--- src/rtl/uart_pkg.sv ---
// Shared types and helpers for the parametrised UART receiver.
package uart_pkg;

    typedef enum logic [2:0] {
        IDLE,
        START,
        DATA,
        PAR,
        STOP,
        WAIT_IDLE
    } state_t;

    localparam int unsigned PAR_NONE = 0;
    localparam int unsigned PAR_ODD  = 1;
    localparam int unsigned PAR_EVEN = 2;

    typedef struct packed {
        logic perr;
        logic ferr;
        logic brk;
    } rx_flags_t;

    function automatic int unsigned ctr_width(input int unsigned div);
        return (div < 2) ? 1 : $clog2(div);
    endfunction

endpackage

--- src/rtl/uart_bit_sampler.sv ---
// Synchroniser, bit-phase counter and 3-sample majority vote for one serial line.
module uart_bit_sampler
    import uart_pkg::*;
#(
    parameter int unsigned CLK_DIV = 434
) (
    input  logic clk,
    input  logic rst_n,
    input  logic rxd,
    input  logic ph_clr,
    output logic level,
    output logic fall_c,
    output logic vote_stb_c,
    output logic vote_c,
    output logic bit_end_c
);

    localparam int unsigned PW   = ctr_width(CLK_DIV);
    localparam int unsigned HALF = CLK_DIV / 2;

    logic [1:0]    sync;
    logic          prev;
    logic [PW-1:0] ph;
    logic          s0;
    logic          s1;

    always_ff @(posedge clk or negedge rst_n) begin
        if (!rst_n) begin
            sync <= 2'b11;
            prev <= 1'b1;
            ph   <= '0;
            s0   <= 1'b1;
            s1   <= 1'b1;
        end else begin
            sync <= {sync[0], rxd};
            prev <= sync[1];
            if (ph_clr || ph == PW'(CLK_DIV - 1)) begin
                ph <= '0;
            end else begin
                ph <= ph + PW'(1);
            end
            if (ph == PW'(HALF - 1)) s0 <= sync[1];
            if (ph == PW'(HALF))     s1 <= sync[1];
        end
    end

    // Third sample is the live synchronised level at HALF+1.
    assign level      = sync[1];
    assign fall_c     = prev & ~sync[1];
    assign vote_stb_c = (ph == PW'(HALF + 1));
    assign vote_c     = (s0 & s1) | (s0 & sync[1]) | (s1 & sync[1]);
    assign bit_end_c  = (ph == PW'(CLK_DIV - 1));

endmodule

--- src/rtl/uart_rx_param.sv ---
// Parametrised UART receiver with majority-voted bits, error flags and a valid/ready holding register.
module uart_rx_param
    import uart_pkg::*;
#(
    parameter int unsigned DATA_BITS = 8,
    parameter int unsigned CLK_DIV   = 434,
    parameter int unsigned PARITY    = 0,
    parameter int unsigned STOP_BITS = 1
) (
    input  logic                 MCLK,
    input  logic                 HRST_N,
    input  logic                 i_RXD,
    output logic [DATA_BITS-1:0] o_DATA,
    output logic                 o_VALID,
    input  logic                 i_READY,
    output logic                 o_PERR,
    output logic                 o_FERR,
    output logic                 o_BREAK,
    output logic                 o_OVERRUN
);

    localparam int unsigned CW = 4;

    state_t                state;
    logic [CW-1:0]         cnt;
    logic [DATA_BITS-1:0]  sh;
    logic                  par_bit;
    logic                  ferr_acc;
    logic                  all_zero;

    logic      level;
    logic      fall_c;
    logic      vote_stb_c;
    logic      vote_c;
    logic      bit_end_c;
    logic      ph_clr_c;
    logic      done_c;
    logic      par_exp_c;
    rx_flags_t flags_c;

    uart_bit_sampler #(
        .CLK_DIV (CLK_DIV)
    ) u_sampler (
        .clk        (MCLK),
        .rst_n      (HRST_N),
        .rxd        (i_RXD),
        .ph_clr     (ph_clr_c),
        .level      (level),
        .fall_c     (fall_c),
        .vote_stb_c (vote_stb_c),
        .vote_c     (vote_c),
        .bit_end_c  (bit_end_c)
    );

    // Phase is held at zero while idle so START begins at ph=0.
    assign ph_clr_c  = (state == IDLE);
    assign done_c    = (state == STOP) && vote_stb_c && (cnt == CW'(STOP_BITS - 1));
    assign par_exp_c = (PARITY == PAR_ODD) ? ~(^sh) : ^sh;

    always_comb begin
        flags_c      = '0;
        flags_c.perr = (PARITY != PAR_NONE) && (par_bit != par_exp_c);
        flags_c.ferr = ferr_acc | ~vote_c;
        flags_c.brk  = all_zero & ~vote_c;
    end

    // Frame sequencer.
    always_ff @(posedge MCLK or negedge HRST_N) begin
        if (!HRST_N) begin
            state    <= IDLE;
            cnt      <= '0;
            sh       <= '0;
            par_bit  <= 1'b0;
            ferr_acc <= 1'b0;
            all_zero <= 1'b1;
        end else begin
            case (state)
                IDLE: begin
                    if (fall_c) begin
                        state    <= START;
                        cnt      <= '0;
                        ferr_acc <= 1'b0;
                        all_zero <= 1'b1;
                        par_bit  <= 1'b0;
                    end
                end
                START: begin
                    if (vote_stb_c && vote_c) begin
                        state <= IDLE;
                    end else if (bit_end_c) begin
                        state <= DATA;
                        cnt   <= '0;
                    end
                end
                DATA: begin
                    if (vote_stb_c) begin
                        sh       <= {vote_c, sh[DATA_BITS-1:1]};
                        all_zero <= all_zero & ~vote_c;
                    end
                    if (bit_end_c) begin
                        if (cnt == CW'(DATA_BITS - 1)) begin
                            cnt   <= '0;
                            state <= (PARITY != PAR_NONE) ? PAR : STOP;
                        end else begin
                            cnt <= cnt + CW'(1);
                        end
                    end
                end
                PAR: begin
                    if (vote_stb_c) begin
                        par_bit  <= vote_c;
                        all_zero <= all_zero & ~vote_c;
                    end
                    if (bit_end_c) begin
                        state <= STOP;
                        cnt   <= '0;
                    end
                end
                STOP: begin
                    if (vote_stb_c) begin
                        ferr_acc <= ferr_acc | ~vote_c;
                        all_zero <= all_zero & ~vote_c;
                        if (cnt == CW'(STOP_BITS - 1)) begin
                            state <= vote_c ? IDLE : WAIT_IDLE;
                        end
                    end
                    if (bit_end_c) cnt <= cnt + CW'(1);
                end
                WAIT_IDLE: begin
                    if (level) state <= IDLE;
                end
                default: state <= IDLE;
            endcase
        end
    end

    // Holding register: a completed frame loads only if the slot is free or being drained.
    always_ff @(posedge MCLK or negedge HRST_N) begin
        if (!HRST_N) begin
            o_DATA    <= '0;
            o_VALID   <= 1'b0;
            o_PERR    <= 1'b0;
            o_FERR    <= 1'b0;
            o_BREAK   <= 1'b0;
            o_OVERRUN <= 1'b0;
        end else begin
            o_OVERRUN <= 1'b0;
            if (done_c) begin
                if (!o_VALID || i_READY) begin
                    o_DATA  <= sh;
                    o_PERR  <= flags_c.perr;
                    o_FERR  <= flags_c.ferr;
                    o_BREAK <= flags_c.brk;
                    o_VALID <= 1'b1;
                end else begin
                    o_OVERRUN <= 1'b1;
                end
            end else if (o_VALID && i_READY) begin
                o_VALID <= 1'b0;
            end
        end
    end

endmodule

--- config.mk ---
export PLATFORM = sky130hd
export DESIGN_NAME = uart_rx_param
export DESIGN_NICKNAME = d
export VERILOG_FILES = /design/src/rtl/uart_pkg.sv /design/src/rtl/uart_bit_sampler.sv /design/src/rtl/uart_rx_param.sv
export SDC_FILE = /design/constraint.sdc
export NUM_CORES = 1
export LEC_CHECK = 0
export CAP_MARGIN = 20
export CORE_ASPECT_RATIO = 1.2
export CORE_MARGIN = 4
export CORE_UTILIZATION = 45
export DETAILED_ROUTE_END_ITERATION = 16
export PLACE_DENSITY = 0.62
export SETUP_SLACK_MARGIN = 0.2
export SLEW_MARGIN = 10
export SYNTH_ARGS = -nofsm -noshare
export SYNTH_HDL_FRONTEND = slang
export SYNTH_SLANG_ARGS = --single-unit
--- constraint.sdc ---
create_clock -name MCLK -period 4.7 [get_ports MCLK]
set_input_delay 0.47 -clock MCLK [delete_from_list [all_inputs] [get_ports MCLK]]
set_output_delay 0.47 -clock MCLK [all_outputs]
set_load 0.02 [all_outputs]
After elaboration in Yosys (flattened, before gate mapping):

Index checks and enable logic that the tools add are counted.

* add/subtract/negate cells: 2
* eq/ne operators: 22
* muxes and demuxes: 30
* bitwise logic cells: 10
* reduce and logical (&&, ||, !) cells: 21

Operators by type and width (count)
* 2-to-1 mux 3 bit: 10
* == test 9 x 8 -> 1 bit (second input constant): 3
* 2-to-1 mux 4 bit: 6
* one-hot mux 4 bit (5 select lines): 1
* one-hot mux 3 bit (6 select lines): 1
* inequality test 2 bit (second input constant): 7
* adder 9 x 1 -> 9 bit (second input constant): 1
* == test 9 bit (second input constant): 1
* 2-to-1 mux 1 bit: 9
* 2-to-1 mux 9 bit: 1
* inequality test 2 x 1 -> 1 bit (second input constant): 4
* AND reduction 8 bit: 1
* == test 3 x 2 -> 1 bit (second input constant): 2
* == test 3 bit (second input constant): 2
* AND reduction 2 bit: 3
* AND reduction 3 bit: 2
* nonzero test 2 bit: 3
* AND 1 bit: 5
* AND reduction 5 bit: 1
* nonzero test 5 bit: 1
* adder 4 x 1 -> 4 bit (second input constant): 1
* == test 4 x 3 -> 1 bit (second input constant): 1
* logical AND 1 bit: 4
* logical NOT 4 bit: 1
* other kinds (9): 14

* bits in registers: 43
* bits of input ports: 4
* output and inout bits: 13
* word-level logic and storage cells: 100

Depth between registers and ports, before layout:

Gate-level depths: netlist of the first run.

* word-level depth: 7
* mapped depth: 7
* depth with buffers taken out: 7

By module:

Synthesis of the first run repeated with hierarchy kept, for this count alone.

* cells, all modules: 179
* area total of the unflattened synthesis: 2149.6 µm²

By module, submodules not included
* uart_rx_param: instances 1, cells an instance 117, area an instance 1432.6 µm², seq. area each 726.9 µm²
* uart_bit_sampler: instances 1, cells an instance 62, area an instance 716.9 µm², seq. area each 356.6 µm²

Worst setup path after synthesis of the first run:

Ideal clock, no wire load.

* path type: register -> register
* start: register u_sampler.ph[0]
* end: register state[0]
* library setup time: 0.128 ns
* arrival: 1.755 ns
* data required time: 4.572 ns
* slack: 2.817 ns
* stages on the path, launching flop included: 8
* path buffers: 0
* clock period less this slack: 1.883 ns
* cells stage by stage: dfrtp_1 -> inv_1 -> ha_1 -> nor4bb_1 -> and3_1 -> o221ai_1 -> a21oi_1 -> mux2_1

* cells in the longest elaborated chain, start to end: 4
* elaborated cells on any way between the ends: 10
* classes of those cells: eq/ne: 6; mux: 2; reduce/logical: 2

RTL lines
* start: declaration: RTL line uart_bit_sampler.sv:23 `logic [PW-1:0] ph;`
* start signal: assignment: RTL line uart_bit_sampler.sv:40 `ph <= ph + PW'(1);`
* == test 9 x 8 -> 1 bit: RTL line uart_bit_sampler.sv:50 `assign vote_stb_c = (ph == PW'(HALF + 1));`
* logical AND 1 bit: RTL line uart_rx_param.sv:88 `if (vote_stb_c && vote_c) begin`
* inequality test 3 bit (no source line) / 2-to-1 mux 3 bit (equally long branches)
* AND reduction 8 bit (no source line) / one-hot mux 3 bit (6 select lines) (equally long branches)
* end signal: assignment: RTL line uart_rx_param.sv:103 `state <= (PARITY != PAR_NONE) ? PAR : STOP;`
* end signal: assignment: RTL line uart_rx_param.sv:124 `state <= vote_c ? IDLE : WAIT_IDLE;`
* end: declaration: RTL line uart_rx_param.sv:24 `state_t state;`

Parallel ways exist; a longest one is shown, timed or not.
A chain may end at the register's enable or synchronous reset.

Worst setup path after layout of the first run:

Same ends and word-level chain as after synthesis.

==> flow_summary.yaml, run 1 <==
clocking:
  cts_made_buffers: 5
  cts_tree: "yes"
  clk_pin_slew_ns: 0.08
  cts.sinks: 43
  htree_num_levels: 2
  postCtsResizedCells: 0
  postCtsHoldBufs: 0
  post_cts.repair.setup_buffers: 0
  cts-root-buf: "clkbuf_8"
  insertion_delay_ns: 0.29
  clk_path_buf_depth: 2
logic_synthesis:
  ys_seq_elements: 43
  synth_xor_area_frac: 0.02993
  synth_simple_gate_area_frac: 0.1833
  yosys.area.top_type: "dfrtp_1"
  synth_ff_type: "dfrtp_1"
  yosys_warnings: 0
  syn_nets: 188
  yosys-top-cells-area: "dfrtp_1 45%, dfstp_2 7.7%, mux2_2 5.5%, mux2_1 4.9%, ha_1 3.7%"
  synth-compound-area-share: 0.08064
  ys_types: 50
  synthAdderAreaFrac: 0.04154
  syn_inst: 178
  avgSynthCellArea_um2: 11.51
  yosysSeqAreaShare: 0.5290
  synth_top_family_by_area: "simple AND/OR/NAND/NOR gates"
  syn-cell-area_mm2: 0.002048
  synth_edf_count: 0
  muxShareOfSynthArea: 0.1045
  synth_top_area_frac: 0.4520
  synth-async-reset-ratio: 1.000
final_layout:
  final_util: 0.5451
  fillers: 380
  num_antenna_cells: 0
  layout_commonest_cell: "dfrtp_1"
  fin_nets: 206
  multi_input_area_um2: 904.6
  ff_latch_area_mm2: 0.001084
  layout-drive-gt1-share: 0.1929
  finalNonFillerCells: 253
  syn_to_final_growth_pct: 15.15
  final_cell_mix: "37 x dfrtp_1, 18 x nor2_1, 14 x clkdlybuf4s50_1"
drt:
  drtIter0Drc: 74
  first_pass_iters: 4
  met3_length_um: 125
  wl_met1_um: 1501
  routed_wl_um: 3390
  ant_nets: 0
  post_drt_via_cell_ratio: 5.296
  route.met2.wl_um: 1669
  top_layer_used: "met4"
  vias: 1340
  remaining_drc_errors: 0
  wl_per_cell_um: 13.40
die:
  rows: 26
  io_pins: 17
  die_h_um: 81.91
  start_util: 0.4734
  fp.dieW_um: 69.59
  dieArea_mm2: 0.005699
  core_area_mm2: 0.004327
placement:
  dpl.hpwl_um: 2556
  dp_cells: 245
  gp_congestion: 0.8412
  portBuffers: 15
worst_setup_path:
  cp.required_ns: 4.88
  crit_buf_inv: 1
  r2r_slack_ns: 2.59
  worstSetupStartpointType: "flop"
  critical_path_arrival_ns: 2.29
  cp_top_family: "simple AND/OR/NAND/NOR gates"
  cp_max_fo: 5
  crit_chain: "inv_1 > ha_1 > nor4bb_1 > and3_1 > o221ai_1 > a21oi_1 > mux2_1"
  path_class: "reg2reg"
  end_kind: "flop"
  critical-path-slowest-cell: "dfrtp_1"
  max_stage_delay_ns: 0.43
global_route:
  grt_pass1_wl_um: 6009
  grt_pass1_vias: 1383
  grt_overflow: 0
  grt_max_degree: 44
  grt_use_total: 0.1335
  antenna_found_initial: 0
worst_hold_path:
  hp-class: "in2async"
sta:
  final.setup.tns_ns: 0
  final.min_clock_period_ns: 2.112
  final.period_utilization: 0.4494
  maxSlewViolCount: 0
  tightest_slew_ns: 0.8966
  skew_ns: 0.004033
  final-hold-violation-count: 0
  max_freq_ghz: 0.4735
  rsz0062_at_grt: "no"
  setup_viol: 0
  slew_headroom: 0.4023
pwr:
  peakVddDrop_uv: 270.1
  p_leak_nw: 1.083
  p_per_area_mw_per_mm2: 351.2
job:
  drv_cap: 0
status:
  status: "finished, final reports clean"
path summary, 6_finish.rpt:
check	from	to	cells after the start
setup / recovery	u_sampler.ph[0]	state[0]	7
hold / removal	HRST_N	sh[2]	1
setup reg to reg	u_sampler.ph[0]	state[0]	7
hold reg to reg	u_sampler.sync[0]	u_sampler.sync[1]	0
max in group asynchronous	HRST_N	u_sampler.ph[6]	1
min in group MCLK	u_sampler.sync[0]	u_sampler.sync[1]	0
synth_stat cells, types with 2 or more instances:
master and instances:
xnor2_1 4, a21oi_1 5, inv_1 9, and3_1 4
or2_2 2, nand2_1 12, nand2b_1 2, nor3_1 2
nor2b_1 2, dfrtp_1 37, ha_1 6, nor2_1 18
a31oi_1 2, clkbuf_1 2, o21ai_1 5, dfstp_2 6
xor2_1 3, nand3_1 5, mux2_1 9, o21ai_0 3
nor3b_2 2, mux2_2 10
registers in the layout (all words and copies together) (netlist names):
name,count
o_OVERRUN,1
u_sampler.sync,2
o_FERR,1
state,3
o_BREAK,1
u_sampler.prev,1
ferr_acc,1
u_sampler.s0,1
o_DATA,8
cnt,4
u_sampler.s1,1
u_sampler.ph,9
o_VALID,1
sh,8
all_zero,1
layer usage:
metal	global-route usage	vias up
met5	0	-
met4	0.06836	0
met3	0.02938	10
met2	0.2424	31
met1	0.1482	646
li1	-	653
per-stage QoR:
| step | cell area, µm² | worst slack, ns | total power, mW | hold WS (ns) |
|---|---|---|---|---|
| finish | 2359 | 2.588 | 0.8284 | 0.2967 |
| global route | 2359 | 2.338 | 0.8783 | 0.3623 |
| CTS | 2359 | 2.595 | 0.8388 | 0.3237 |
| detailed placement | 2237 | 2.599 | 0.5370 | 0.3490 |
| global placement | 2237 | 2.704 | 0.5318 | 0.3493 |
| floorplan | 2048 | 2.817 | 0.5022 | 0.1744 |
logic make-up (layout without fill, tap and decap cells):
group                    count (synthesis)  count (layout)
AO/OA/AOI/OAI                           24              24
adder cells (fa/ha/maj)                  7               7
AND/OR/NAND/NOR                         64              64
buffers and inverters                   13              32
other                                    1               1
multiplexers                            19              19
XOR/XNOR                                 7               7
flip-flops                              43              43
area by class of cell:
class	instances	share of cell area
Sequential cell	43	0.4594
Multi-Input combinational cell	122	0.3836
Timing Repair Buffer	15	0.06154
Clock buffer	6	0.03501
Tap cell	56	0.02971
Clock inverter	2	0.01645
Inverter	9	0.01432
power breakdown:
group | internal, mW | leakage, nW | switching (mW)
logic | 0.0450 | 0.451 | 0.0740
registers | 0.387 | 0.570 | 0.0242
clock network | 0.175 | 0.0618 | 0.124
total | 0.607 | 1.08 | 0.222
(Power assumes the default switching activity.)
==> run 2: changes to the inputs <==
==> constraint.sdc (replaced) <==
create_clock -name MCLK -period 2.1 [get_ports MCLK]
set_input_delay 0.21 -clock MCLK [delete_from_list [all_inputs] [get_ports MCLK]]
set_output_delay 0.21 -clock MCLK [all_outputs]
set_load 0.02 [all_outputs]
==> run 2 against run 1 <==
  * Combinational power rose to 3.4 times the previous value
  * Largest power group unchanged
  * Highest routed layer unchanged
  * Fmax grew 14%
  * Critical endpoint unchanged
  * Hold slack better by 0.025 ns
  * Worst setup slack got worse by 2.3 ns
  * Final area increased by 7.6%
  * Clock-buffer cell count did not move
  * First-iteration DRC count down 11%
  * Critical path depth unchanged
  * Cell count rose by 4.3%
  * Sequential power is 120% higher
  * Wire length up 13%
==> flow_summary.yaml, run 2 (synthesis gave the netlist of run 1 again) <==
sta:
  final-hold-violation-count: 0
  final.min_clock_period_ns: 1.859
  maxSlewViolCount: 0
  final.period_utilization: 0.8851
  skew_ns: 0.01007
  slew_headroom: 0.5699
  max_freq_ghz: 0.5380
  setup_viol: 0
  rsz0062_at_grt: "yes"
  tightest_slew_ns: 0.6452
  final.setup.tns_ns: 0
clocking:
  cts-root-buf: "clkbuf_8"
  clk_path_buf_depth: 2
  cts.sinks: 43
  clk_pin_slew_ns: 0.08
  cts_made_buffers: 5
  insertion_delay_ns: 0.29
  cts_tree: "yes"
  htree_num_levels: 2
drt:
  post_drt_via_cell_ratio: 5.223
  wl_per_cell_um: 14.45
  first_pass_iters: 5
  routed_wl_um: 3814
  ant_nets: 0
  drtIter0Drc: 66
  remaining_drc_errors: 0
  vias: 1379
worst_setup_path:
  worstReg2RegStart: "u_sampler.ph[0]"
  crit_path_end: "state[0]"
  r2r_slack_ns: 0.24
  worstRegToRegCells: 7
  path_class: "reg2reg"
  r2r-end: "state[0]"
  worstSetupStartpointType: "flop"
  cp.required_ns: 2.29
  end_kind: "flop"
  critical_path_arrival_ns: 2.04
  crit_start: "u_sampler.ph[0]"
  cp_max_fo: 4
job:
  drv_cap: 0
global_route:
  grt_max_degree: 31
  grt_pass1_vias: 1452
  antenna_found_initial: 0
  grt_pass1_wl_um: 6879
  grt_use_total: 0.1537
  grt_overflow: 0
die:
  io_pins: 17
  core_area_mm2: 0.004327
  die_h_um: 81.91
  dieArea_mm2: 0.005699
  start_util: 0.4734
  rows: 26
  fp.dieW_um: 69.59
final_layout:
  layout-drive-gt1-share: 0.2933
  ff_latch_area_mm2: 0.001086
  multi_input_area_um2: 985.9
  top_register: "u_sampler.ph"
  final_cell_mix: "35 x dfrtp_1, 18 x nor2_1, 14 x clkdlybuf4s50_1"
  fillers: 359
  finalNonFillerCells: 264
  fin_nets: 217
  syn_to_final_growth_pct: 23.95
  final_util: 0.5868
  layout_commonest_cell: "dfrtp_1"
  num_antenna_cells: 0
  largest_reg_flops: 9
  reg.largest.list: "u_sampler.ph: 9 flops, o_DATA: 8 flops, sh: 8 flops"
worst_hold_path:
  hp-class: "in2reg"
  min_path_cells: 1
pwr:
  p_leak_nw: 1.147
  p_total_mw: 2.077
  peakVddDrop_uv: 500.2
  p_per_area_mw_per_mm2: 818.1
status:
  status: "finished, final reports clean"
placement:
  dp_cells: 249
  portBuffers: 15
  dpl.hpwl_um: 2797
  gp_congestion: 0.8685
[run 2: cell count changes in the layout (fill, tap and decap cells not counted), sizes merged]
cell,before,now
buf,1,11
bufinv,1,2
dlygate4sd3,0,1
inv,10,9
[run 2: worst max-delay path: stages (launching register included)]
cell      delay, ns
dfrtp_1        0.39
inv_2          0.08
ha_4           0.13
nor4bb_4       0.30
and3_4         0.25
o221ai_4       0.12
a21oi_2        0.17
mux2_4         0.31
[run 2: metal layers]
| layer | vias to the layer above | wire length (µm) | track usage | share of wire |
|---|---|---|---|---|
| met5 | - | 0 | 0 | 0 |
| met4 | 0 | 67 | 0.05859 | 0.018 |
| met3 | 6 | 105 | 0.04039 | 0.028 |
| met2 | 21 | 2039 | 0.2700 | 0.53 |
| met1 | 679 | 1602 | 0.1815 | 0.42 |
| li1 | 673 | - | - | - |
[run 2: layout make-up]
type / instances / share of cell area
sequential: 43 / 0.4278
multi-input combinational: 122 / 0.3884
timing repair buffer: 26 / 0.09069
clock buffer: 6 / 0.02859
tap: 56 / 0.02760
clock inverter: 2 / 0.02366
inverter: 9 / 0.01331
[run 2: how the worst min path moves through the flow]
stage	from	to	slack, ns
after CTS	i_RXD	u_sampler.sync[0]	0.31
after global placement	HRST_N	o_DATA[1]	0.26
final	i_RXD	u_sampler.sync[0]	0.32
after floorplan	HRST_N	cnt[0]	-0.09
after global routing	i_RXD	u_sampler.sync[0]	0.33
after detailed placement	HRST_N	o_DATA[1]	0.28
[run 2: timing repair]
action                                  4_1_cts  5_1_grt
gates resized for setup                       6       14
endpoints found under the setup margin        3       14
endpoints found under the hold margin        25        0
cloned                                        0        0
buffers inserted                              0        6
hold buffers                                  1        0
pin swaps                                     0        5
[run 2: per-stage QoR]
stage               worst slack, ns  area [µm²]  hold WS (ns)
floorplan                    0.2172        2048      -0.08559
global placement             0.1555        2267        0.2620
detailed placement          0.02463        2267        0.2787
CTS                          0.1956        2441        0.3076
global route                 0.1557        2539        0.3338
finish                       0.2412        2539        0.3220
[run 2: power by group]
group          switching, mW  internal, mW
logic                  0.213         0.198
registers             0.0503         0.868
clock network          0.274         0.475
